File: src/rtl/tlb_refill_arbiter_pkg.sv
// Shared MMU definitions for the main-TLB refill arbiter: FSM states, CP0
// maintenance op codes, grant encoding and default parameters.
package tlb_refill_arbiter_pkg;

  localparam int VPN_W            = 20;
  localparam int DEF_STARVE_LIMIT = 3;
  localparam int DEF_RES_W        = 24;

  typedef enum logic [2:0] {
    ST_IDLE   = 3'd0,
    ST_LOOKUP = 3'd1,
    ST_RESP   = 3'd2,
    ST_MAINT  = 3'd3,
    ST_FLUSH  = 3'd4
  } arb_state_e;

  typedef enum logic [1:0] {
    OP_NONE  = 2'b00,
    OP_TLBWI = 2'b01,
    OP_TLBWR = 2'b10,
    OP_TLBP  = 2'b11
  } tlb_op_e;

  typedef enum logic [1:0] {
    GNT_NONE = 2'd0,
    GNT_INST = 2'd1,
    GNT_DATA = 2'd2,
    GNT_OP   = 2'd3
  } grant_e;

  typedef enum logic {
    SIDE_INST = 1'b0,
    SIDE_DATA = 1'b1
  } side_e;

  // Code 00 is not a maintenance operation; such requests are never granted.
  function automatic logic op_valid(input logic [1:0] op);
    return op != OP_NONE;
  endfunction

endpackage

File: src/rtl/tlb_arb_prio.sv
// Combinational priority pick: maintenance > data > inst, except that a
// starved inst request beats a pending data request.
module tlb_arb_prio
  import tlb_refill_arbiter_pkg::*;
(
  input  logic       op_req_i,
  input  logic [1:0] op_i,
  input  logic       dreq_i,
  input  logic       ireq_i,
  input  logic       starved_i,
  output logic [1:0] grant_o
);

  // NOTE: assigning a default first on every path keeps always_comb free of inferred latches.
  always_comb begin
    grant_o = GNT_NONE;
    if (op_req_i && op_valid(op_i)) begin
      grant_o = GNT_OP;
    end else if (dreq_i && ireq_i && starved_i) begin
      grant_o = GNT_INST;
    end else if (dreq_i) begin
      grant_o = GNT_DATA;
    end else if (ireq_i) begin
      grant_o = GNT_INST;
    end
  end

endmodule

File: src/rtl/tlb_refill_arbiter.sv
// Arbitrates inst/data micro-TLB misses and CP0 maintenance ops onto the
// single main-TLB port; outputs decode from registered state and latches.
module tlb_refill_arbiter
  import tlb_refill_arbiter_pkg::*;
#(
  parameter int STARVE_LIMIT = DEF_STARVE_LIMIT,
  parameter int RES_W        = DEF_RES_W
) (
  input  logic             clk,
  input  logic             rst_n,
  // inst micro-TLB side
  input  logic             ireq_i,
  input  logic [19:0]      ivpn_i,
  output logic             i_done_o,
  output logic             i_hit_o,
  // data micro-TLB side
  input  logic             dreq_i,
  input  logic [19:0]      dvpn_i,
  output logic             d_done_o,
  output logic             d_hit_o,
  output logic [RES_W-1:0] res_out_o,
  // CP0 maintenance
  input  logic             op_req_i,
  input  logic [1:0]       op_i,
  output logic             op_busy_o,
  output logic             op_done_o,
  // main TLB
  output logic             tlb_lk_req_o,
  output logic [19:0]      tlb_lk_vpn_o,
  input  logic             tlb_lk_hit_i,
  input  logic [RES_W-1:0] tlb_lk_res_i,
  output logic             tlb_op_en_o,
  output logic [1:0]       tlb_op_o,
  output logic             utlb_flush_o
);

  localparam int STRK_W = (STARVE_LIMIT < 1) ? 1 : $clog2(STARVE_LIMIT + 1);
  localparam logic [STRK_W-1:0] STRK_MAX = STRK_W'(STARVE_LIMIT);

  arb_state_e          state_q;
  side_e               side_q;
  logic [VPN_W-1:0]    vpn_q;
  tlb_op_e             op_q;
  logic [STRK_W-1:0]   streak_q, streak_d;

  logic [1:0]          grant_raw;
  grant_e              grant;
  logic                arb_cycle;
  logic                starved;

  // New work is only accepted where the main-TLB port is free next cycle.
  assign arb_cycle = (state_q == ST_IDLE) || (state_q == ST_RESP) ||
                     (state_q == ST_FLUSH);
  assign starved   = (streak_q == STRK_MAX);

  tlb_arb_prio u_prio (
    .op_req_i  (op_req_i),
    .op_i      (op_i),
    .dreq_i    (dreq_i),
    .ireq_i    (ireq_i),
    .starved_i (starved),
    .grant_o   (grant_raw)
  );

  assign grant = grant_e'(grant_raw);

  always_comb begin
    streak_d = streak_q;
    if (!ireq_i) begin
      streak_d = '0;
    end else if (arb_cycle && grant == GNT_INST) begin
      streak_d = '0;
    end else if (arb_cycle && grant == GNT_DATA && !starved) begin
      streak_d = streak_q + 1'b1;
    end
  end

  // NOTE: every register is cleared by the async reset so no response can
  // resume after release, and sequential state uses non-blocking assigns only.
  always_ff @(posedge clk or negedge rst_n) begin
    if (!rst_n) begin
      state_q  <= ST_IDLE;
      side_q   <= SIDE_INST;
      vpn_q    <= '0;
      op_q     <= OP_NONE;
      streak_q <= '0;
    end else begin
      streak_q <= streak_d;
      unique case (state_q)
        ST_LOOKUP: state_q <= ST_RESP;
        ST_MAINT:  state_q <= ST_FLUSH;
        default: begin
          unique case (grant)
            GNT_OP: begin
              state_q <= ST_MAINT;
              op_q    <= tlb_op_e'(op_i);
            end
            GNT_DATA: begin
              state_q <= ST_LOOKUP;
              side_q  <= SIDE_DATA;
              vpn_q   <= dvpn_i;
            end
            GNT_INST: begin
              state_q <= ST_LOOKUP;
              side_q  <= SIDE_INST;
              vpn_q   <= ivpn_i;
            end
            default: state_q <= ST_IDLE;
          endcase
        end
      endcase
    end
  end

  logic in_resp;
  assign in_resp = (state_q == ST_RESP);

  assign tlb_lk_req_o = (state_q == ST_LOOKUP);
  assign tlb_lk_vpn_o = vpn_q;

  // Hit and result are the main-TLB answer passed straight through in RESP.
  assign i_done_o  = in_resp && (side_q == SIDE_INST);
  assign d_done_o  = in_resp && (side_q == SIDE_DATA);
  assign i_hit_o   = i_done_o && tlb_lk_hit_i;
  assign d_hit_o   = d_done_o && tlb_lk_hit_i;
  assign res_out_o = in_resp ? tlb_lk_res_i : '0;

  assign tlb_op_en_o  = (state_q == ST_MAINT);
  assign tlb_op_o     = (state_q == ST_MAINT) ? op_q : OP_NONE;
  assign utlb_flush_o = (state_q == ST_FLUSH);
  assign op_done_o    = (state_q == ST_FLUSH);
  assign op_busy_o    = (state_q == ST_MAINT) || (state_q == ST_FLUSH);

endmodule

File: config.mk
export PLATFORM = sky130hd
export DESIGN_NAME = tlb_refill_arbiter
export DESIGN_NICKNAME = d
export VERILOG_FILES = /design/src/rtl/tlb_refill_arbiter_pkg.sv /design/src/rtl/tlb_arb_prio.sv /design/src/rtl/tlb_refill_arbiter.sv
export SDC_FILE = /design/constraint.sdc
export NUM_CORES = 1
export LEC_CHECK = 0
export CAP_MARGIN = 25
export CORE_MARGIN = 8
export CORE_UTILIZATION = 37
export CTS_CLUSTER_DIAMETER = 100
export DETAILED_ROUTE_END_ITERATION = 10
export MAX_ROUTING_LAYER = met4
export PLACE_DENSITY = 0.93
export SLEW_MARGIN = 20
export SYNTH_ARGS = -nofsm -noshare
export SYNTH_HDL_FRONTEND = slang
export SYNTH_SLANG_ARGS = --single-unit
File: constraint.sdc
create_clock -name clk -period 4.19 [get_ports clk]
set_clock_uncertainty 0.15 [all_clocks]
set_input_delay 0.419 -clock clk [delete_from_list [all_inputs] [get_ports clk]]
set_output_delay 0.419 -clock clk [all_outputs]
set_load 0.05 [all_outputs]
[Word level (Yosys, flattened, before mapping)]
Index checks and enable logic that the tools add are counted.
W data, S select, Z words.
Storage, ports and cells
  word-level logic and storage cells: 51
  output and inout port bits: 55
  bits of input ports: 72
  register bits after elaboration: 28
Operators by class
  bitwise logic cells: 2
  mux-type cells: 13
  reductions and logical operators: 21
  equal/unequal tests: 9
  add/subtract/negate cells: 1
Operators by type and width (number)
  $pmux W20 S2: 1
  $mux W24: 1
  $mux W2: 7
  $logic_and A1 B1 Y1: 10
  $eq A2 B2 Y1 const B: 3
  $eq A3 B2 Y1 const B: 2
  $pmux W3 S2: 1
  $pmux W2 S2: 1
  $reduce_and A2 Y1: 2
  $reduce_bool A2 Y1: 2
  $reduce_or A2 Y1: 2
  $eq A3 B1 Y1 const B: 1
  $eq A3 B3 Y1 const B: 1
  $logic_not A3 Y1: 1
  $logic_or A1 B1 Y1: 3
  $ne A3 B1 Y1 const B: 1
  $add A2 B1 Y2 const B: 1
  $eq A2 B1 Y1 const B: 1
  $not A1 Y1: 2
  $pmux W1 S2: 1
  $logic_not A1 Y1: 1
  $mux W1: 1

[Logic depth before layout (Yosys ltp)]
Gate-level depths: netlist (run 1).
  word-level depth: 10
  gate-level depth with buffers: 9
  gate-level depth less buffers: 7

[Cells and area by module]
A second synthesis (run 1) with hierarchy kept.
Second synthesis, totals
  cells, all modules: 168
  area, all modules: 1654.1 µm²
Modules (own cells, without submodules)
  tlb_refill_arbiter: area each 1620.3 µm², sequential area each 700.7 µm², instances 1, cells each 162
  tlb_arb_prio: area each 33.8 µm², sequential area each 0.0 µm², instances 1, cells each 6

[Worst setup path after synthesis (run 1)]
OpenSTA, ideal clock, no wires.
  path type: register -> output
  start point: register state_q[0]
  end point: output op_busy_o
  arrival: 2191 ps
  path buffers: 0
  path slack: 1430 ps
  cell stages (with the launch flop): 3
  cell sequence: dfrtp_1 nor3b_1 or2_2
On the way
  cells in the longest elaborated chain, start to end: 2
Ends and longest elaborated chain
  from (decl): RTL line tlb_refill_arbiter.sv:40  | arb_state_e state_q;
  from (signal assigned): RTL line tlb_refill_arbiter.sv:82  | state_q <= ST_IDLE;
  from (signal assigned): RTL line tlb_refill_arbiter.sv:90  | ST_LOOKUP: state_q <= ST_RESP;
  from (signal assigned): RTL line tlb_refill_arbiter.sv:91  | ST_MAINT: state_q <= ST_FLUSH;
  $eq A3 B3 Y1
  net op_done_o: RTL line tlb_refill_arbiter.sv:26  | output logic op_done_o,
  $logic_or A1 B1 Y1: RTL line tlb_refill_arbiter.sv:132  | assign op_busy_o = (state_q == ST_MAINT) || (state_q == ST_FLUSH);
  to (decl): RTL line tlb_refill_arbiter.sv:25  | output logic op_busy_o,
The timed path passes the listed nets, and every way through them passes these cells.

[Worst setup path after layout (run 1)]
  start point: register state_q[2]
  end point: output i_hit_o
On the way
  cells in the longest elaborated chain, start to end: 3
Ends and longest elaborated chain
  $eq A3 B2 Y1: RTL line tlb_refill_arbiter.sv:116  | assign in_resp = (state_q == ST_RESP);
  $logic_and A1 B1 Y1: RTL line tlb_refill_arbiter.sv:122  | assign i_done_o = in_resp && (side_q == SIDE_INST);
  $logic_and A1 B1 Y1: RTL line tlb_refill_arbiter.sv:124  | assign i_hit_o = i_done_o && tlb_lk_hit_i;
  to (decl): RTL line tlb_refill_arbiter.sv:15  | output logic i_hit_o,
Every way passes these cells.

==> flow_metrics.env, run 1 <==
export IMPL_status="completed"
export IMPL_fin_crit_sh_pct=73.87
export IMPL_gp_congestion=0.7487
export IMPL_yosysWarningCount=0
export IMPL_io_pins=127
export IMPL_layout_nets=365
export IMPL_drc_errors=0
export IMPL_hold_viol_final=0
export IMPL_ys_seq_area_share_pct=41.76
export IMPL_fp_dieArea_um2=6946
export IMPL_num_vias=1599
export IMPL_crit_slowest_cell="clkdlybuf4s50_1"
export IMPL_cts_tree="built"
export IMPL_ant_nets=0
export IMPL_path_max_fanout=27
export IMPL_start_util_pct=38.53
export IMPL_cts_root_buf="clkbuf_8"
export IMPL_hold_class="input port to async pin"
export IMPL_synth_enable_flop_cells=0
export IMPL_crit_chain="nor3b_4, and2b_1, and2_1, clkdlybuf4s50_1"
export IMPL_ys_seq_elements=28
export IMPL_viasPerCell=4.717
export IMPL_swShare_pct=53.48
export IMPL_rsz0062_at_grt="no"
export IMPL_drt_iter0_markers=45
export IMPL_fin_crit_ns=3.095
export IMPL_clkPwrFrac_pct=7.8
export IMPL_syn_inst=167
export IMPL_antenna_found_initial=0
export IMPL_synth_commonest_cells="dfrtp_1 (28), o21ai_0 (23), and2_1 (20), mux2i_1 (20), o21ai_1 (20)"
export IMPL_place_hpwl_mm=4.645
export IMPL_synth_top_area_share_pct=41.76
export IMPL_cts_htree_levels=1
export IMPL_drive_above_1_share_pct=7.666
export IMPL_dp_cells=335
export IMPL_dieHeight_um=83.34
export IMPL_synth_distinct_cells=32
export IMPL_numCtsBuffers=3
export IMPL_place_area_um2=2942
export IMPL_clk_latency_ns=0.27
export IMPL_fmax_mhz=323.1
export IMPL_synth_top_area_cell="dfrtp_1"
export IMPL_grt_pass1_vias=1784
export IMPL_dr_pass1_iters=4
export IMPL_cap_violations=0
export IMPL_place_ws_ns=1.376
export IMPL_die_width_um=83.34
export IMPL_cts_resized=0
export IMPL_vdd_ir_drop_max_uv=319.8
export IMPL_p_per_area_nw_per_um2=729.4
export IMPL_gr_total_overflow=0
export IMPL_syn_num_nets=244
export IMPL_tightest_slew_ns=0.6697
export IMPL_syn_area_um2=1678
export IMPL_critical_path_required_ns=3.62
export IMPL_ys_flop_type="dfrtp_1"
export IMPL_setup_viol=0
export IMPL_setup_slack_ns=1.095
export IMPL_grt_pass1_wl_mm=9.294
export IMPL_clock_sinks=28
export IMPL_stdcell_area_um2=2997
export IMPL_syn_avg_cell_area_um2=10.05
export IMPL_cp_slowest_stage_delay_ns=0.80
export IMPL_seqPwrFrac_pct=21.9
export IMPL_ctsHoldBuffers=0
export IMPL_synth_most_common_cell="dfrtp_1"
export IMPL_wl_per_cell_um=16.47
export IMPL_startpoint_type="flop"
export IMPL_max_slew_margin_pct=55.31
export IMPL_async_reset_ff_share_pct=100.0
export IMPL_slew_viol_final=0
export IMPL_fin_util_pct=68.82
export IMPL_core_area_um2=4354
export IMPL_comb_power_share_pct=70.4
export IMPL_antenna_cells=0
export IMPL_crit_type="flop to output port"
export IMPL_crit_arrival_ns=2.53
export IMPL_critPathCaptureType="output port"
export IMPL_power_mw=2.186
export IMPL_p_int_mw=1.017
export IMPL_hold_ws_ns=0.3672
export IMPL_finalSetupTns_ns=0
export IMPL_routed_wirelength_mm=5.583
export IMPL_port_buffers=126
export IMPL_synth_area_top_cells="dfrtp_1 (42%), mux2i_1 (12%), and2_1 (7.5%)"
export IMPL_rows=24
export IMPL_grtUsageTotal_pct=16.42
export IMPL_p_leak_nw=1.223
export IMPL_syn2layout_area_growth_pct=78.60
export IMPL_postCtsSetupRepairBufs=0
export IMPL_grt_max_degree=29
export IMPL_instances_no_fill=339
export IMPL_p_sw_mw=1.169
export IMPL_cts_buffer_depth=2
export IMPL_clk_pin_slew_worst_paths_ns=0.10
[metal layers]
| layer | vias to the layer above | global-route usage, % | part of all wire, % |
|---|---|---|---|
| li1 | 812 | - | - |
| met1 | 717 | 18.24 | 41 |
| met2 | 66 | 28.50 | 52 |
| met3 | 4 | 4.297 | 6.3 |
| met4 | 0 | 3.994 | 1.0 |
| met5 | - | - | 0 |
[cell usage in the layout (no fill, tap or decap), types with 4 or more instances in the layout]
cell             instances
ha_1                     5
clkdlybuf4s50_1        126
nand2_1                  4
and2_1                  20
o21ai_0                 23
o21ai_1                 20
clkbuf_8                 4
and2_2                   7
mux2i_1                 20
dfrtp_1                 28
[final timing paths]
| kind | from | endpoint | slack (ns) | cells past startpoint |
|---|---|---|---|---|
| min in group clk | tlb_lk_vpn_o[18] | tlb_lk_vpn_o[18] | 0.37 | 2 |
| setup reg to reg | streak_q[0] | tlb_lk_vpn_o[19] | 1.82 | 6 |
| max in group asynchronous | rst_n | tlb_lk_vpn_o[4] | 3.25 | 2 |
| setup / recovery | state_q[2] | i_hit_o | 1.09 | 4 |
| hold / removal | rst_n | op_q[1] | 0.37 | 2 |
| hold reg to reg | tlb_lk_vpn_o[18] | tlb_lk_vpn_o[18] | 0.37 | 2 |
[critical path, delay by kind of cell (launching register included)]
| kind | cells | cell delay (ns) |
|---|---|---|
| DFF | 1 | 0.48 |
| buffers and inverters | 1 | 0.80 |
| and+or+nand+nor | 3 | 0.97 |
[layout make-up]
cell class,count,area (um2)
clock buffers,4,55.05
fillers,338,1358
inverters,2,7.507
multi-input cells,125,892.1
flip-flops and latches,28,700.7
well taps,52,65.06
repair buffers,128,1276
[logic make-up after synthesis]
family                   count (synthesis)  share of synthesized area, %
AO/OA/AOI/OAI                           50                         15.51
AND/OR/NAND/NOR                         48                         20.21
flip-flops                              28                         41.76
multiplexers                            22                         13.72
buffers and inverters                   14                         5.071
adder cells (fa/ha/maj)                  5                         3.729
[flip-flops by register name, indices dropped and copies added (netlist names)]
signal        cells
streak_q          2
side_q            1
op_q              2
tlb_lk_vpn_o     20
state_q           3
[power by group through the flow]
stage	logic (mW)	registers (mW)	clock network, mW
after floorplan	0.724	0.802	0
after detailed placement	1.55	0.485	0
final	1.54	0.478	0.170
after CTS	1.56	0.479	0.171
after global placement	1.53	0.475	0
after global routing	1.63	0.495	0.183
Note: power is estimated with default switching activity, not from simulation.
==> run 2: changes to the inputs <==
--- a/config.mk
+++ b/config.mk
@@ -7,11 +7,11 @@
 export LEC_CHECK = 0
 export CAP_MARGIN = 25
 export CORE_MARGIN = 8
-export CORE_UTILIZATION = 37
+export CORE_UTILIZATION = 31
 export CTS_CLUSTER_DIAMETER = 100
 export DETAILED_ROUTE_END_ITERATION = 10
 export MAX_ROUTING_LAYER = met4
-export PLACE_DENSITY = 0.93
+export PLACE_DENSITY = 0.84
 export SLEW_MARGIN = 20
 export SYNTH_ARGS = -nofsm -noshare
 export SYNTH_HDL_FRONTEND = slang
==> constraint.sdc (replaced) <==
create_clock -name clk -period 2.8 [get_ports clk]
set_clock_uncertainty 0.15 [all_clocks]
set_input_delay 0.28 -clock clk [delete_from_list [all_inputs] [get_ports clk]]
set_output_delay 0.28 -clock clk [all_outputs]
set_load 0.05 [all_outputs]
==> flow_metrics.env, run 2 (synthesis gave the netlist of run 1 again) <==
export IMPL_status="completed"
export IMPL_p_sw_mw=1.775
export IMPL_drc_errors=0
export IMPL_drive_above_1_share_pct=14.73
export IMPL_max_slew_margin_pct=64.15
export IMPL_crit_type="flop to output port"
export IMPL_clock_sinks=28
export IMPL_p_int_mw=1.536
export IMPL_io_pins=127
export IMPL_largest_register_ffs=20
export IMPL_wl_per_cell_um=15.69
export IMPL_cts_htree_levels=1
export IMPL_layout_commonest_cell="clkdlybuf4s50_1"
export IMPL_path_max_fanout=13
export IMPL_cp_slowest_stage_delay_ns=0.82
export IMPL_gp_congestion=0.7031
export IMPL_crit_slowest_cell="clkdlybuf4s50_1"
export IMPL_place_area_um2=2954
export IMPL_gr_total_overflow=0
export IMPL_clk_pin_slew_worst_paths_ns=0.10
export IMPL_fill_cells=443
export IMPL_comb_power_share_pct=70.3
export IMPL_critPathCaptureType="output port"
export IMPL_p_per_area_nw_per_um2=1093
export IMPL_clkPwrFrac_pct=7.7
export IMPL_slew_viol_final=0
export IMPL_setup_viol=0
export IMPL_dp_cells=357
export IMPL_syn2layout_area_growth_pct=80.46
export IMPL_grt_pass1_vias=1734
export IMPL_stdcell_area_um2=3028
export IMPL_cap_violations=0
export IMPL_fmax_mhz=376.6
export IMPL_cts_buffer_depth=2
export IMPL_swShare_pct=53.61
export IMPL_rsz0062_at_grt="no"
export IMPL_layout_nets=370
export IMPL_crit_arrival_ns=2.23
export IMPL_crit_chain="nor2b_4, and2_1, clkdlybuf4s50_1"
export IMPL_finalSetupTns_ns=0
export IMPL_instances_no_fill=362
export IMPL_dieHeight_um=89.57
export IMPL_critical_path_required_ns=2.37
export IMPL_power_mw=3.311
export IMPL_viasPerCell=4.591
export IMPL_routed_wirelength_mm=5.681
export IMPL_place_hpwl_mm=4.695
export IMPL_seqPwrFrac_pct=22.0
export IMPL_cts_tree="built"
export IMPL_multi_input_area_um2=910.9
export IMPL_seqCellArea_um2=700.7
export IMPL_ctsHoldBuffers=0
export IMPL_drt_iter0_markers=33
export IMPL_p_leak_nw=1.279
export IMPL_hold_class="input port to async pin"
export IMPL_clk_latency_ns=0.27
export IMPL_core_area_um2=5172
export IMPL_port_buffers=126
export IMPL_rows=26
export IMPL_num_vias=1662
export IMPL_start_util_pct=32.44
export IMPL_numCtsBuffers=3
export IMPL_die_width_um=89.57
export IMPL_hold_viol_final=0
export IMPL_cts_root_buf="clkbuf_8"
export IMPL_r2r_slack_ns=0.50
export IMPL_fin_crit_ns=2.656
export IMPL_ant_nets=0
export IMPL_antenna_cells=0
export IMPL_tightest_slew_ns=0.5360
export IMPL_antenna_found_initial=0
export IMPL_grt_max_degree=29
export IMPL_dr_pass1_iters=4
export IMPL_vdd_ir_drop_max_uv=662.7
export IMPL_startpoint_type="flop"
export IMPL_grt_pass1_wl_mm=8.604
export IMPL_fin_crit_sh_pct=94.84
export IMPL_grtUsageTotal_pct=13.99
export IMPL_fp_dieArea_um2=8023
export IMPL_layout_common_cells="clkdlybuf4s50_1 (110), dfrtp_1 (28), o21ai_0 (23)"
run 2: cell count changes in the layout (fill, tap and decap cells not counted):
cell and change:
buf_4 +20, clkdlybuf4s50_1 -16, nor3b_4 +1
run 2: area by class of cell:
type                       instances  share of cell area [%]
timing repair buffer             132                   41.82
multi-input combinational        126                   30.08
sequential                        28                   23.14
tap                               70                   2.893
clock buffer                       4                   1.818
inverter                           2                  0.2479
run 2: repair_timing:
item                       CTS  global route
buffers inserted             0             0
gates resized for setup      0             1
setup endpoints to repair   14             2
cloned                       1             0
pin swaps                    1             0
run 2: worst paths after layout:
| kind | cells past startpoint | start | end |
|---|---|---|---|
| min in group clk | 2 | tlb_lk_vpn_o[7] | tlb_lk_vpn_o[7] |
| max in group asynchronous | 2 | rst_n | state_q[2] |
| worst min-delay path | 2 | rst_n | streak_q[0] |
| worst max-delay path | 3 | state_q[0] | tlb_op_en_o |
| worst min register to register | 2 | tlb_lk_vpn_o[7] | tlb_lk_vpn_o[7] |
| worst max register to register | 8 | streak_q[0] | tlb_lk_vpn_o[10] |
run 2: worst max-delay path: cells and delay by family (launching register included):
kind / cells / cell delay, ns
DFF: 1 / 0.56
buffers and inverters: 1 / 0.82
and+or+nand+nor: 2 / 0.58
run 2: layer usage:
metal / up-vias / share of wire (%) / global-route usage [%] / wire length, um
li1: 825 / - / - / -
met1: 758 / 39 / 15.37 / 2211
met2: 77 / 50 / 25.13 / 2850
met3: 2 / 11 / 3.822 / 606
met4: 0 / 0.23 / 1.813 / 13
met5: - / 0 / - / 0
run 2: stage by stage:
step	worst slack [ns]	util [%]	hold slack, ns
after floorplan	0.1795	-	-0.1656
after global placement	0.3215	57.11	0.3353
after detailed placement	0.2652	57.11	0.3521
after CTS	0.07682	58.42	0.2456
after global routing	0.003188	58.54	0.2611
final	0.1445	58.54	0.2253
run 2: power by group through the flow:
stage / clock, mW / sequential, mW / combinational [mW]
final: 0.255 / 0.729 / 2.33
after global routing: 0.285 / 0.758 / 2.45
after CTS: 0.262 / 0.729 / 2.35
after detailed placement: 0 / 0.727 / 2.34
after global placement: 0 / 0.716 / 2.31
after floorplan: 0 / 1.20 / 1.08
